## src/rtl/decode_scoreboard_stage_if.sv

```systemverilog
// Decode-stage bus: IF/ID inputs, writeback port, ID/EX outputs and statistics.
// cntrl layout: [2:0] aluop, [3] rs2 select (1=register, 0=immediate),
//               [4] regWrite, [5] memWriteEnable, [6] wbMux (1=ALU, 0=memory), [7] jump.
interface decode_scoreboard_stage_if #(
  parameter int DATA      = 32,
  parameter int ADD_WIDTH = 32,
  parameter int REG_NUM   = 32,
  parameter int CNT_W     = 32
);
  localparam int REG_WIDTH = $clog2(REG_NUM);

  // IF/ID side
  logic                 valid_i;
  logic [31:0]          instruction;
  logic [ADD_WIDTH-1:0] pc;
  logic                 is_taken;
  // writeback port
  logic                 wr_en;
  logic [REG_WIDTH-1:0] wr_addr;
  logic [DATA-1:0]      wr_data;
  // ID/EX side
  logic                 stall_o;
  logic                 valid_o;
  logic [7:0]           cntrl;
  logic [DATA-1:0]      imm_o;
  logic [DATA-1:0]      read_data1;
  logic [DATA-1:0]      read_data2;
  logic [REG_WIDTH-1:0] rs1;
  logic [REG_WIDTH-1:0] rs2;
  logic [REG_WIDTH-1:0] rd;
  logic [ADD_WIDTH-1:0] pc_o;
  logic                 halt_o;
  // statistics
  logic [CNT_W-1:0]     stat_total;
  logic [CNT_W-1:0]     stat_arith;
  logic [CNT_W-1:0]     stat_logic;
  logic [CNT_W-1:0]     stat_mem;
  logic [CNT_W-1:0]     stat_branch;
  logic [CNT_W-1:0]     stat_stalls;
  logic [CNT_W-1:0]     stat_hazards;

  modport master (
    output valid_i, instruction, pc, is_taken, wr_en, wr_addr, wr_data,
    input  stall_o, valid_o, cntrl, imm_o, read_data1, read_data2, rs1, rs2, rd,
           pc_o, halt_o, stat_total, stat_arith, stat_logic, stat_mem,
           stat_branch, stat_stalls, stat_hazards
  );

  modport slave (
    input  valid_i, instruction, pc, is_taken, wr_en, wr_addr, wr_data,
    output stall_o, valid_o, cntrl, imm_o, read_data1, read_data2, rs1, rs2, rd,
           pc_o, halt_o, stat_total, stat_arith, stat_logic, stat_mem,
           stat_branch, stat_stalls, stat_hazards
  );
endinterface

```

## src/rtl/decode_scoreboard_stage.sv

```systemverilog
// MIPS-lite ID stage: decode, write-through register file, per-register
// scoreboard for RAW hazards, bubble issue, sticky HALT and saturating stats.
module decode_scoreboard_stage #(
  parameter int DATA      = 32,
  parameter int ADD_WIDTH = 32,
  parameter int REG_NUM   = 32,
  parameter int WB_LAT    = 3,
  parameter int FORWARD   = 0,
  parameter int CNT_W     = 32
) (
  input logic clock,
  input logic rst,
  decode_scoreboard_stage_if.slave bus
);
  localparam int         REG_WIDTH = $clog2(REG_NUM);
  localparam logic [2:0] LAT       = 3'(WB_LAT);

  localparam logic [5:0] OP_LDW  = 6'h0C;
  localparam logic [5:0] OP_STW  = 6'h0D;
  localparam logic [5:0] OP_BZ   = 6'h0E;
  localparam logic [5:0] OP_BEQ  = 6'h0F;
  localparam logic [5:0] OP_JR   = 6'h10;
  localparam logic [5:0] OP_HALT = 6'h11;

  // instruction fields
  logic [5:0]           w_op;
  logic [REG_WIDTH-1:0] w_rs_f, w_rt_f, w_rd_f;
  assign w_op   = bus.instruction[31:26];
  assign w_rs_f = bus.instruction[21 +: REG_WIDTH];
  assign w_rt_f = bus.instruction[16 +: REG_WIDTH];
  assign w_rd_f = bus.instruction[11 +: REG_WIDTH];

  // decoded fields
  logic                 w_legal, w_use1, w_use2, w_load, w_halt;
  logic                 w_arith, w_logic, w_mem, w_branch;
  logic [REG_WIDTH-1:0] w_dest;
  logic [2:0]           w_aluop;
  logic                 w_rs2sel, w_regwr, w_memwe, w_wbmux, w_jump;
  logic [7:0]           w_cntrl;

  // Opcode decode: classes, used sources, destination and control bits
  always_comb begin
    w_legal  = 1'b0;
    w_use1   = 1'b0;
    w_use2   = 1'b0;
    w_load   = 1'b0;
    w_halt   = 1'b0;
    w_arith  = 1'b0;
    w_logic  = 1'b0;
    w_mem    = 1'b0;
    w_branch = 1'b0;
    w_dest   = '0;
    w_aluop  = 3'd0;
    w_rs2sel = 1'b0;
    w_regwr  = 1'b0;
    w_memwe  = 1'b0;
    w_wbmux  = 1'b0;
    w_jump   = 1'b0;
    if (w_op <= 6'h0B) begin
      w_legal = 1'b1;
      w_use1  = 1'b1;
      w_regwr = 1'b1;
      w_wbmux = 1'b1;
      if (w_op <= 6'h05) begin
        w_arith = 1'b1;
        w_aluop = w_op[3:1];
      end else begin
        w_logic = 1'b1;
        w_aluop = 3'd3 + 3'((w_op - 6'd6) >> 1);
      end
      // odd opcodes take the immediate and write rt
      if (w_op[0]) begin
        w_dest = w_rt_f;
      end else begin
        w_rs2sel = 1'b1;
        w_use2   = 1'b1;
        w_dest   = w_rd_f;
      end
    end else begin
      case (w_op)
        OP_LDW: begin
          w_legal = 1'b1; w_mem = 1'b1; w_use1 = 1'b1;
          w_dest  = w_rt_f; w_regwr = 1'b1; w_load = 1'b1;
        end
        OP_STW: begin
          w_legal = 1'b1; w_mem = 1'b1; w_use1 = 1'b1; w_use2 = 1'b1;
          w_memwe = 1'b1;
        end
        OP_BZ: begin
          w_legal = 1'b1; w_branch = 1'b1; w_use1 = 1'b1; w_aluop = 3'd6;
        end
        OP_BEQ: begin
          w_legal = 1'b1; w_branch = 1'b1; w_use1 = 1'b1; w_use2 = 1'b1;
          w_aluop = 3'd7; w_rs2sel = 1'b1;
        end
        OP_JR: begin
          w_legal = 1'b1; w_branch = 1'b1; w_use1 = 1'b1; w_jump = 1'b1;
        end
        OP_HALT: begin
          w_legal = 1'b1; w_halt = 1'b1;
        end
        default: ;
      endcase
    end
  end

  assign w_cntrl = {w_jump, w_wbmux, w_memwe, w_regwr, w_rs2sel, w_aluop};

  // source indices collapse to R0 when unused, which can never hazard
  logic [REG_WIDTH-1:0] w_s1, w_s2;
  assign w_s1 = w_use1 ? w_rs_f : '0;
  assign w_s2 = w_use2 ? w_rt_f : '0;

  logic [2:0]      w_busy [REG_NUM];
  logic            w_ld   [REG_NUM];
  logic [DATA-1:0] w_regs [REG_NUM];

  logic r_halt, r_stall_q;
  logic w_haz1, w_haz2, w_active, w_stall, w_issue;

  // RAW check: wait for writeback, or only for a load whose data is not yet forwardable
  always_comb begin
    if (FORWARD == 0) begin
      w_haz1 = (w_s1 != '0) && (w_busy[w_s1] != 3'd0);
      w_haz2 = (w_s2 != '0) && (w_busy[w_s2] != 3'd0);
    end else begin
      w_haz1 = (w_s1 != '0) && w_ld[w_s1] && (w_busy[w_s1] == LAT);
      w_haz2 = (w_s2 != '0) && w_ld[w_s2] && (w_busy[w_s2] == LAT);
    end
  end

  assign w_active = bus.valid_i && !bus.is_taken && !r_halt;
  assign w_stall  = w_active && (w_haz1 || w_haz2);
  assign w_issue  = w_active && !(w_haz1 || w_haz2) && w_legal;

  // per-register storage and scoreboard entry; R0 is constant zero
  genvar gi;
  for (gi = 0; gi < REG_NUM; gi++) begin : g_reg
    if (gi == 0) begin : g_r0
      assign w_busy[gi] = 3'd0;
      assign w_ld[gi]   = 1'b0;
      assign w_regs[gi] = '0;
    end else begin : g_rn
      logic [2:0]      r_busy;
      logic            r_ld;
      logic [DATA-1:0] r_data;
      logic            w_set, w_wr;
      assign w_set = w_issue && (w_dest == REG_WIDTH'(gi));
      assign w_wr  = bus.wr_en && (bus.wr_addr == REG_WIDTH'(gi));

      // New issue reloads the countdown (wins over decrement); writeback stores data
      always_ff @(posedge clock or negedge rst) begin
        if (!rst) begin
          r_busy <= 3'd0;
          r_ld   <= 1'b0;
          r_data <= '0;
        end else begin
          if (w_set) begin
            r_busy <= LAT;
            r_ld   <= w_load;
          end else if (r_busy != 3'd0) begin
            r_busy <= r_busy - 3'd1;
          end
          if (w_wr) r_data <= bus.wr_data;
        end
      end

      assign w_busy[gi] = r_busy;
      assign w_ld[gi]   = r_ld;
      assign w_regs[gi] = r_data;
    end
  end

  // write-through read: a same-cycle writeback to a source is seen immediately
  logic [DATA-1:0] w_rd1, w_rd2;
  assign w_rd1 = (bus.wr_en && (bus.wr_addr != '0) && (bus.wr_addr == w_s1)) ? bus.wr_data : w_regs[w_s1];
  assign w_rd2 = (bus.wr_en && (bus.wr_addr != '0) && (bus.wr_addr == w_s2)) ? bus.wr_data : w_regs[w_s2];

  logic                 r_valid;
  logic [7:0]           r_cntrl;
  logic [DATA-1:0]      r_imm, r_rd1, r_rd2;
  logic [REG_WIDTH-1:0] r_rs1, r_rs2, r_rd;
  logic [ADD_WIDTH-1:0] r_pc;

  // ID/EX register: bubbles carry no side-effecting control; HALT is sticky
  always_ff @(posedge clock or negedge rst) begin
    if (!rst) begin
      r_valid   <= 1'b0;
      r_cntrl   <= 8'd0;
      r_imm     <= '0;
      r_rd1     <= '0;
      r_rd2     <= '0;
      r_rs1     <= '0;
      r_rs2     <= '0;
      r_rd      <= '0;
      r_pc      <= '0;
      r_halt    <= 1'b0;
      r_stall_q <= 1'b0;
    end else begin
      r_valid   <= w_issue;
      r_cntrl   <= w_issue ? w_cntrl : 8'd0;
      r_imm     <= {{(DATA-16){bus.instruction[15]}}, bus.instruction[15:0]};
      r_rd1     <= w_rd1;
      r_rd2     <= w_rd2;
      r_rs1     <= w_s1;
      r_rs2     <= w_s2;
      r_rd      <= w_dest;
      r_pc      <= bus.pc;
      r_stall_q <= w_stall;
      if (w_issue && w_halt) r_halt <= 1'b1;
    end
  end

  // statistics: total, arith, logic, mem, branch, stall cycles, stalled instructions
  logic [6:0]       w_inc;
  logic [CNT_W-1:0] w_cnt [7];
  assign w_inc = {w_stall && !r_stall_q, w_stall, w_issue && w_branch, w_issue && w_mem,
                  w_issue && w_logic, w_issue && w_arith, w_issue};

  for (gi = 0; gi < 7; gi++) begin : g_cnt
    logic [CNT_W-1:0] r_cnt;
    // Saturating event counter
    always_ff @(posedge clock or negedge rst) begin
      if (!rst) begin
        r_cnt <= '0;
      end else if (w_inc[gi] && (r_cnt != '1)) begin
        r_cnt <= r_cnt + CNT_W'(1);
      end
    end
    assign w_cnt[gi] = r_cnt;
  end

  assign bus.stall_o      = w_stall;
  assign bus.valid_o      = r_valid;
  assign bus.cntrl        = r_cntrl;
  assign bus.imm_o        = r_imm;
  assign bus.read_data1   = r_rd1;
  assign bus.read_data2   = r_rd2;
  assign bus.rs1          = r_rs1;
  assign bus.rs2          = r_rs2;
  assign bus.rd           = r_rd;
  assign bus.pc_o         = r_pc;
  assign bus.halt_o       = r_halt;
  assign bus.stat_total   = w_cnt[0];
  assign bus.stat_arith   = w_cnt[1];
  assign bus.stat_logic   = w_cnt[2];
  assign bus.stat_mem     = w_cnt[3];
  assign bus.stat_branch  = w_cnt[4];
  assign bus.stat_stalls  = w_cnt[5];
  assign bus.stat_hazards = w_cnt[6];
endmodule

```

## src/flat_wrapper.sv

```systemverilog
// flat-port wrapper written by rule: the top's interface ports become plain ports
module decode_scoreboard_stage_flat 
#(
  parameter int DATA      = 32,
  parameter int ADD_WIDTH = 32,
  parameter int REG_NUM   = 32,
  parameter int WB_LAT    = 3,
  parameter int FORWARD   = 0,
  parameter int CNT_W     = 32
)
  (clock, rst, bus_valid_i, bus_instruction, bus_pc, bus_is_taken, bus_wr_en, bus_wr_addr, bus_wr_data, bus_stall_o, bus_valid_o, bus_cntrl, bus_imm_o, bus_read_data1, bus_read_data2, bus_rs1, bus_rs2, bus_rd, bus_pc_o, bus_halt_o, bus_stat_total, bus_stat_arith, bus_stat_logic, bus_stat_mem, bus_stat_branch, bus_stat_stalls, bus_stat_hazards);
  decode_scoreboard_stage_if #(.DATA(DATA), .ADD_WIDTH(ADD_WIDTH), .REG_NUM(REG_NUM), .CNT_W(CNT_W)) bus_i ();
  input logic clock;
  input logic rst;
  input wire logic [$bits(bus_i.valid_i)-1:0] bus_valid_i;
  input wire logic [$bits(bus_i.instruction)-1:0] bus_instruction;
  input wire logic [$bits(bus_i.pc)-1:0] bus_pc;
  input wire logic [$bits(bus_i.is_taken)-1:0] bus_is_taken;
  input wire logic [$bits(bus_i.wr_en)-1:0] bus_wr_en;
  input wire logic [$bits(bus_i.wr_addr)-1:0] bus_wr_addr;
  input wire logic [$bits(bus_i.wr_data)-1:0] bus_wr_data;
  output wire logic [$bits(bus_i.stall_o)-1:0] bus_stall_o;
  output wire logic [$bits(bus_i.valid_o)-1:0] bus_valid_o;
  output wire logic [$bits(bus_i.cntrl)-1:0] bus_cntrl;
  output wire logic [$bits(bus_i.imm_o)-1:0] bus_imm_o;
  output wire logic [$bits(bus_i.read_data1)-1:0] bus_read_data1;
  output wire logic [$bits(bus_i.read_data2)-1:0] bus_read_data2;
  output wire logic [$bits(bus_i.rs1)-1:0] bus_rs1;
  output wire logic [$bits(bus_i.rs2)-1:0] bus_rs2;
  output wire logic [$bits(bus_i.rd)-1:0] bus_rd;
  output wire logic [$bits(bus_i.pc_o)-1:0] bus_pc_o;
  output wire logic [$bits(bus_i.halt_o)-1:0] bus_halt_o;
  output wire logic [$bits(bus_i.stat_total)-1:0] bus_stat_total;
  output wire logic [$bits(bus_i.stat_arith)-1:0] bus_stat_arith;
  output wire logic [$bits(bus_i.stat_logic)-1:0] bus_stat_logic;
  output wire logic [$bits(bus_i.stat_mem)-1:0] bus_stat_mem;
  output wire logic [$bits(bus_i.stat_branch)-1:0] bus_stat_branch;
  output wire logic [$bits(bus_i.stat_stalls)-1:0] bus_stat_stalls;
  output wire logic [$bits(bus_i.stat_hazards)-1:0] bus_stat_hazards;
  assign bus_i.valid_i = bus_valid_i;
  assign bus_i.instruction = bus_instruction;
  assign bus_i.pc = bus_pc;
  assign bus_i.is_taken = bus_is_taken;
  assign bus_i.wr_en = bus_wr_en;
  assign bus_i.wr_addr = bus_wr_addr;
  assign bus_i.wr_data = bus_wr_data;
  assign bus_stall_o = bus_i.stall_o;
  assign bus_valid_o = bus_i.valid_o;
  assign bus_cntrl = bus_i.cntrl;
  assign bus_imm_o = bus_i.imm_o;
  assign bus_read_data1 = bus_i.read_data1;
  assign bus_read_data2 = bus_i.read_data2;
  assign bus_rs1 = bus_i.rs1;
  assign bus_rs2 = bus_i.rs2;
  assign bus_rd = bus_i.rd;
  assign bus_pc_o = bus_i.pc_o;
  assign bus_halt_o = bus_i.halt_o;
  assign bus_stat_total = bus_i.stat_total;
  assign bus_stat_arith = bus_i.stat_arith;
  assign bus_stat_logic = bus_i.stat_logic;
  assign bus_stat_mem = bus_i.stat_mem;
  assign bus_stat_branch = bus_i.stat_branch;
  assign bus_stat_stalls = bus_i.stat_stalls;
  assign bus_stat_hazards = bus_i.stat_hazards;
  decode_scoreboard_stage #(.DATA(DATA), .ADD_WIDTH(ADD_WIDTH), .REG_NUM(REG_NUM), .WB_LAT(WB_LAT), .FORWARD(FORWARD), .CNT_W(CNT_W)) u_core (.clock(clock), .rst(rst), .bus(bus_i));
endmodule
```

## config.mk

```make
export PLATFORM = sky130hd
export DESIGN_NAME = decode_scoreboard_stage_flat
export DESIGN_NICKNAME = d
export VERILOG_FILES = /design/src/rtl/decode_scoreboard_stage_if.sv /design/src/rtl/decode_scoreboard_stage.sv /design/src/flat_wrapper.sv
export SDC_FILE = /design/constraint.sdc
export NUM_CORES = 2
export LEC_CHECK = 0
export BUFFER_PORTS_ARGS = -buffer_cell sky130_fd_sc_hd__buf_2
export CAP_MARGIN = 10
export CORE_ASPECT_RATIO = 1.75
export CORE_UTILIZATION = 35
export CTS_BUF_LIST = sky130_fd_sc_hd__clkbuf_8
export DETAILED_ROUTE_END_ITERATION = 6
export GPL_TIMING_DRIVEN = 0
export PLACE_DENSITY = 0.51
export SYNTH_ARGS = -nofsm -noshare
export SYNTH_HDL_FRONTEND = slang
export SYNTH_SLANG_ARGS = --single-unit
```

## constraint.sdc

```tcl
create_clock -name clock -period 4.2 [get_ports clock]
set_input_delay 0.42 -clock clock [delete_from_list [all_inputs] [get_ports clock]]
set_output_delay 0.42 -clock clock [all_outputs]
set_load 0.005 [all_outputs]
```

; ---- Word-level counts from Yosys, hierarchy flattened
; Index checks and enable logic that the tools add are counted.
; W data, S select, Z words.
[word_totals]
regBits = 1447
word_cells = 476
out_inout_bits = 378
inputBits = 106
[op_classes]
addsub = 40
n_eq_ne = 77
bitwise_logic = 2
n_lt_le_gt_ge = 4
muxes = 111
n_reduce_logical = 162
[op_table]
columns = op, count
row1 = $bmux W32 S5, 2
row2 = $add A32 B1 Y32 const B, 7
row3 = $ne A32 B32 Y1 const B, 7
row4 = $mux W3, 68
row5 = $mux W32, 6
row6 = $eq A5 B5 Y1 const B, 32
row7 = $reduce_bool A3 Y1, 33
row8 = $sub A3 B1 Y3 const B, 31
row9 = $logic_and A1 B1 Y1, 85
row10 = $eq A5 B4 Y1 const B, 16
row11 = $reduce_bool A2 Y1, 31
row12 = $eq A5 B3 Y1 const B, 8
row13 = $bmux W3 S5, 2
row14 = $mux W1, 26
row15 = $mux W5, 5
row16 = $eq A6 B4 Y1 const B, 4
row17 = $eq A5 B2 Y1 const B, 4
row18 = $reduce_bool A5 Y1, 3
row19 = $eq A6 B5 Y1 const B, 2
row20 = $ge A6 B6 Y1 const B, 2
row21 = $not A5 Y6, 2
row22 = $eq A5 B1 Y1 const B, 2
row23 = $eq A5 B5 Y1, 2
row24 = $mux W8, 1
row25 = other kinds (11), 15

; ---- Logic depth before layout (Yosys ltp)
[logic_depth]
ltp_word = 17
ltp_mapped = 13
mapped_depth_nobuf = 10

; ---- Least setup slack after synthesis
; OpenSTA, ideal clock, no wires.
[synth_path]
kind = input port to output port
startpoint = input port bus_instruction[17]
endpoint = output port bus_stall_o
required_time_ns = 3.780
arrival_ns = 2.692
cell_stages = 11
slack_ns = 1.088
path_buffers = 5
cell_sequence = clkbuf_1 > clkbuf_1 > buf_1 > a211oi_1 > a211oi_1 > o221ai_1 > a31o_2 > o21ai_2 > buf_2 > buf_1 > inv_1
[synth_via]
elab_chain_cells = 9
word_cells_on_any_way = 10
classes_between = 4 x mux / 1 x bitwise / 5 x reduce/logical
[synth_lines]
columns = item, line_no
row1 = "start, declared", flat_wrapper.sv:16  ; input wire logic [$bits(bus_i.instruction)-1:0] bus_instruction;
row2 = $mux W5 *, decode_scoreboard_stage.sv:112  ; assign w_s2 = w_use2 ? w_rt_f : '0;
row3 = $not A5 Y6 (implied by the code), decode_scoreboard_stage.sv:125  ; w_haz2 = (w_s2 != '0) && (w_busy[w_s2] != 3'd0);
row4 = $bmux W3 S5, decode_scoreboard_stage.sv:125
row5 = $mux W3 (implied by the code) (2 in a row), decode_scoreboard_stage.sv:125
row6 = $reduce_bool A3 Y1, decode_scoreboard_stage.sv:125
row7 = $logic_and A1 B1 Y1 *, decode_scoreboard_stage.sv:125
row8 = $logic_or A1 B1 Y1 *, decode_scoreboard_stage.sv:133  ; assign w_stall = w_active && (w_haz1 || w_haz2);
row9 = $logic_and A1 B1 Y1 *, decode_scoreboard_stage.sv:133
row10 = "end, declared", flat_wrapper.sv:22  ; output wire logic [$bits(bus_i.stall_o)-1:0] bus_stall_o;
; Every way passes the cells marked *; elsewhere a longest branch is shown, timed or not. The select of a mux whose other input is x is not followed.

; ---- Final worst setup path
[layout_path]
startpoint = input port bus_instruction[26]
endpoint = register u_core.r_rd1[20] (netlist: u_core.bus.read_data1[20])
[layout_via]
elab_chain_cells = 10
word_cells_on_any_way = 17
classes_between = 1 x order compare / 6 x eq/ne / 7 x mux / 1 x bitwise / 2 x reduce/logical
[layout_lines]
columns = item, line_no
row1 = $eq A6 B4 Y1 / $eq A6 B5 Y1 (equally long branches), decode_scoreboard_stage.sv:80  ; case (w_op)
row2 = $reduce_or A5 Y1 (no line), --
row3 = $mux W1, decode_scoreboard_stage.sv:80
row4 = $mux W1 *, decode_scoreboard_stage.sv:59  ; if (w_op <= 6'h0B) begin
row5 = $mux W5 *, decode_scoreboard_stage.sv:111  ; assign w_s1 = w_use1 ? w_rs_f : '0;
row6 = $not A5 Y6 (implied by the code), decode_scoreboard_stage.sv:176  ; assign w_rd1 = (bus.wr_en && (bus.wr_addr != '0) && (bus.wr_addr == w_s1)) ? bus.wr_data : w_regs[w_s1];
row7 = $bmux W32 S5, decode_scoreboard_stage.sv:176
row8 = $mux W32 (implied by the code) (2 in a row), decode_scoreboard_stage.sv:176
row9 = $mux W32 *, decode_scoreboard_stage.sv:176
row10 = via u_core.w_rd1[20], decode_scoreboard_stage.sv:175  ; logic [DATA-1:0] w_rd1, w_rd2;
row11 = "end signal, assigned", decode_scoreboard_stage.sv:203  ; r_rd1 <= w_rd1;
row12 = "end, declared", decode_scoreboard_stage.sv:181  ; logic [DATA-1:0] r_imm, r_rd1, r_rd2;
; The timed path passes the listed nets; every way through them passes the cells marked *. The select of a mux whose other input is x is not followed.
; A chain may end at the register's enable or synchronous reset.

==> results.md <==
* Crit. End Element: flop
* Clock tree buffer depth at 4
* HP Start: bus_instruction[13]
* Part of the cycle the worst path needs at 1.07
* Synth async-reset ratio at 1.00
* Crit-path max cell delay at 0.78 ns
* Hold EP: u_core.bus.imm_o[13]$_DFF_PN0_
* Final Max Tran Viols at 23
* Pwr/cell area at 470 nW/um^2
* Simple-Gate Fraction of Synth Area at 0.110
* Post-synthesis sequential area ratio at 0.480
* DRT Wirelength at 425 mm
* Placed Cells incl. Taps at 10100
* Mux cell area share after synthesis at 0.237
* Vias in the first global route at 65800
* Layout Utilization at 0.420
* Slew @ Worst Pin at between 1.5 and 2 ns
* Clk slew on worst S/H paths at roughly 0.060 ns
* Crit path kind: in2reg
* CTS root buffer: clkbuf_8
* Final Hold Slack at 0.0495 ns
* Overflow after GRT at 0
* Final Skew at between 0.07 and 0.08 ns
* Initial DRC count at 8072
* Htree depth at 4
* Hold path depth at 2
* Synthesized area per cell at 11.2 sq um
* Clk_lat worst skew at about 1.1 ns
* Max_slew headroom at -0.0111
* Crit path DAT at 5.39 ns
* RePlAce Congestion at 1.10
* Synth warnings at 0
* R2R setup slack at 0.11 ns
* Die area at 217000 sq um
* MaxCap Viol Count at 3
* Critical Path, Cell by Cell: buf_2, o41ai_2, nand2_2, inv_2, nand2_1, o21ai_0, nand4_1, nand2_1, clkbuf_2, clkbuf_2, o22ai_1, nor2_1
* Slowest cell on the critical path: o41ai_2
* WL/cell at 39.6 um
* Fin cells at 10800
* Design area at 90000 sq um
* Post-Syn Instances at 6741
* Worst r2r src: u_core.g_reg[14].g_rn.r_busy[2]$_DFFE_PN0P_
* Post-synth EDFFs at 0
* CTS tree: built
* Final setup violation count at 40
* FF-to-FF path depth at 9
* Adder-cell share of the synthesized area at 0.0116
* Area grow syn2layout at 19.4%
* Synthesized area at approximately 75000 sq um
* Clock Sink Count at 1447
* Die X at approximately 350 um
* DP HPWL at 318 mm
* Routed Antenna Nets at 0
* Ratio of cells with drive above 1 in the final layout at 0.309
* Critical Path Start Type: primary input
* Final nets at 7865
* Rows at 225
* Number of synthesized register bits at 1447
* FMAX at 222 MHz
* Via count at about 68000
* Largest family of logic cells by synthesized area: multiplexers
* Syn Nets at 6917
* CTS Buf Count at 240
* PortBufs at 477
* Initial Utilization at 0.352
* RSZ-0062 raised after global routing: true
* Min Tclk post-route at 4.50 ns
* Xor/xnor share of the synthesized area at 0.0293
* Tot GR Track Use at 0.387
* I/O pin total at ~480
* Worst r2r dst: u_core.g_reg[21].g_rn.r_busy[2]$_DFFE_PN0P_
* Die extent in y at 616 um
* Worst-path fanout max at 10
* Dpl cell area at 83000 sq um
* Hold crit path type: in2reg
* Leak at 41.0 nW
* Drt drc at 0
* First-pass detailed-route iteration total at 6
* Total core area at 214000 sq um
* Main flop type after synthesis: dfrtp_1
* Outcome: complete, but fails checks
* Unique cell type count in the Yosys netlist at between 80 and 90
* Post-synthesis compound-gate area fraction at 0.0942
* First-pass GRT wire length at around 570 mm
* Failing checks: capacitance limit, slew limit, setup timing
* Largest net degree at the start of global routing at 153
* Final setup TNS at -5.25 ns
* CP Data Required Time at 5.09 ns
* Antenna violations before repair at 57
* Vias per Instance at 6.28
* Worst setup margin at -0.304 ns
* VDD IR max at 0.244 mV
* Final Hold Fails at 0
==> flip-flops by register name, summed over array words and instances, names as in the netlist <==
| register | cells |
|---|---|
| u_core.g.g_rn.r_busy | 93 |
| u_core.bus.rd | 5 |
| u_core.bus.stat_arith | 32 |
| u_core.bus.rs2 | 5 |
| u_core.bus.stat_logic | 32 |
| u_core.bus.halt_o | 1 |
| u_core.bus.stat_mem | 32 |
| u_core.bus.stat_hazards | 32 |
| u_core.bus.read_data1 | 32 |
| u_core.g.g_rn.r_data | 992 |
| u_core.bus.cntrl | 8 |
| u_core.bus.rs1 | 5 |
| u_core.bus.imm_o | 16 |
| u_core.bus.stat_total | 32 |
| u_core.bus.pc_o | 32 |
| u_core.bus.valid_o | 1 |
| u_core.bus.stat_stalls | 32 |
| u_core.bus.stat_branch | 32 |
| u_core.r_stall_q | 1 |
| u_core.bus.read_data2 | 32 |
==> per-stage QoR <==
| step | setup WS (ns) | total power, mW |
|---|---|---|
| CTS | 0.00323 | 42.0 |
| global route | -0.129 | 43.9 |
| global placement | -31.35 | 28.0 |
| finish | -0.304 | 42.3 |
| floorplan | 1.09 | 24.4 |
| detailed placement | -2.61 | 28.5 |
==> synthesized netlist by cell type, types with 21 or more instances <==
| master | count | area, sq um |
|---|---|---|
| a21oi_1 | 199 | 996 |
| a22o_1 | 35 | 307 |
| nor3_1 | 87 | 435 |
| nand4_1 | 72 | 450 |
| mux2_2 | 1090 | 12300 |
| o221ai_1 | 119 | 1040 |
| and3_1 | 57 | 357 |
| ha_1 | 70 | 876 |
| a32oi_1 | 26 | 228 |
| buf_1 | 102 | 383 |
| xor2_1 | 126 | 1100 |
| nand3_1 | 257 | 1290 |
| nand2_1 | 712 | 2670 |
| o22ai_1 | 85 | 532 |
| a211oi_1 | 48 | 360 |
| nor4_1 | 69 | 432 |
| o21ai_0 | 154 | 771 |
| xnor2_1 | 126 | 1100 |
| dfrtp_1 | 1447 | 36200 |
| nor3b_1 | 21 | 158 |
| a31oi_1 | 128 | 801 |
| a22oi_1 | 95 | 713 |
| buf_2 | 31 | 155 |
| nand2b_1 | 21 | 131 |
| clkbuf_1 | 431 | 1620 |
| mux4_2 | 142 | 3200 |
| mux2i_1 | 232 | 2320 |
| nor2b_1 | 31 | 194 |
| inv_1 | 139 | 522 |
| nor2_1 | 269 | 1010 |
==> cells in the final DEF, fill, tap and decap left out, types with 26 or more instances in the layout <==
master / n
dfrtp_1: 1447
mux2_2: 1090
nand2_1: 708
buf_2: 532
clkbuf_1: 329
clkbuf_8: 289
nor2_1: 265
nand3_1: 254
mux2i_1: 232
inv_1: 206
a21oi_1: 199
o21ai_0: 151
mux4_2: 142
dlygate4sd3_1: 138
xnor2_1: 126
xor2_1: 126
a31oi_1: 125
o221ai_1: 119
a22oi_1: 95
clkbuf_2: 88
o22ai_1: 85
nor3_1: 81
nand4_1: 72
ha_1: 70
buf_1: 63
nor4_1: 60
and3_1: 57
diode_2: 55
buf_8: 49
a211oi_1: 48
clkinv_2: 40
a22o_1: 35
buf_16: 32
nor2b_1: 31
buf_4: 27
a32oi_1: 26
==> report_power, final <==
part	switching [mW]	total, mW	internal [mW]
logic	5.47	10.0	4.57
clock network	6.57	13.4	6.81
registers	2.35	18.8	16.5
total	14.4	42.3	27.9
==> metal layers <==
layer  GRT usage  part of all wire  vias up
met5           0           0.00040        -
met2       0.618              0.46     4994
met1       0.400              0.33    34100
met4       0.375              0.12       20
li1            -                 -    26500
met3       0.118             0.093     1926
==> critical path: cells and delay by family <==
kind	cells	cell delay, ns
AO/OA/AOI/OAI	3	1.31
buffers and inverters	4	1.64
AND/OR/NAND/NOR	5	1.97
==> how the worst max path moves through the flow <==
stage,to,from,cells after the start
3_3_place_gp,u_core.g_reg[9].g_rn.r_data[5]$_DFFE_PN0P_,rst,1
4_1_cts,u_core.g_reg[24].g_rn.r_busy[2]$_DFFE_PN0P_,u_core.bus.halt_o$_DFFE_PN0P_,8
6_report,u_core.bus.read_data1[20]$_DFF_PN0_,bus_instruction[26],12
5_1_grt,u_core.bus.read_data1[19]$_DFF_PN0_,bus_instruction[23],11
2_1_floorplan,bus_stall_o,bus_instruction[17],11
3_5_place_dp,u_core.bus.read_data2[14]$_DFF_PN0_,bus_instruction[17],11
==> area by class of cell <==
class	instances	area (sq um)
Timing Repair Buffer	714	5660
Inverter	150	571
Clock inverter	127	840
Clock buffer	289	3980
Tap cell	2837	3550
Sequential cell	1447	36200
Multi-Input combinational cell	4561	36600
Antenna cell	55	138
Fill cell	20800	124000
Buffer	575	2520
==> kinds of logic after synthesis <==
| group | count (synthesis) |
|---|---|
| mux | 1467 |
| fa+ha+maj | 70 |
| flops | 1447 |
| xor+xnor | 252 |
| simple gates | 1732 |
| buf+inv | 733 |
| compound gates | 1040 |
==> what timing repair did <==
action                                  in CTS  in global routing
setup buffers                                1                  2
pin swaps                                    1                  0
endpoints found under the hold margin      590                  0
endpoints found under the setup margin     142                 48
gates resized for setup                     80                 46
hold buffers                               139                  0
Power figures use the tool's default switching activity.
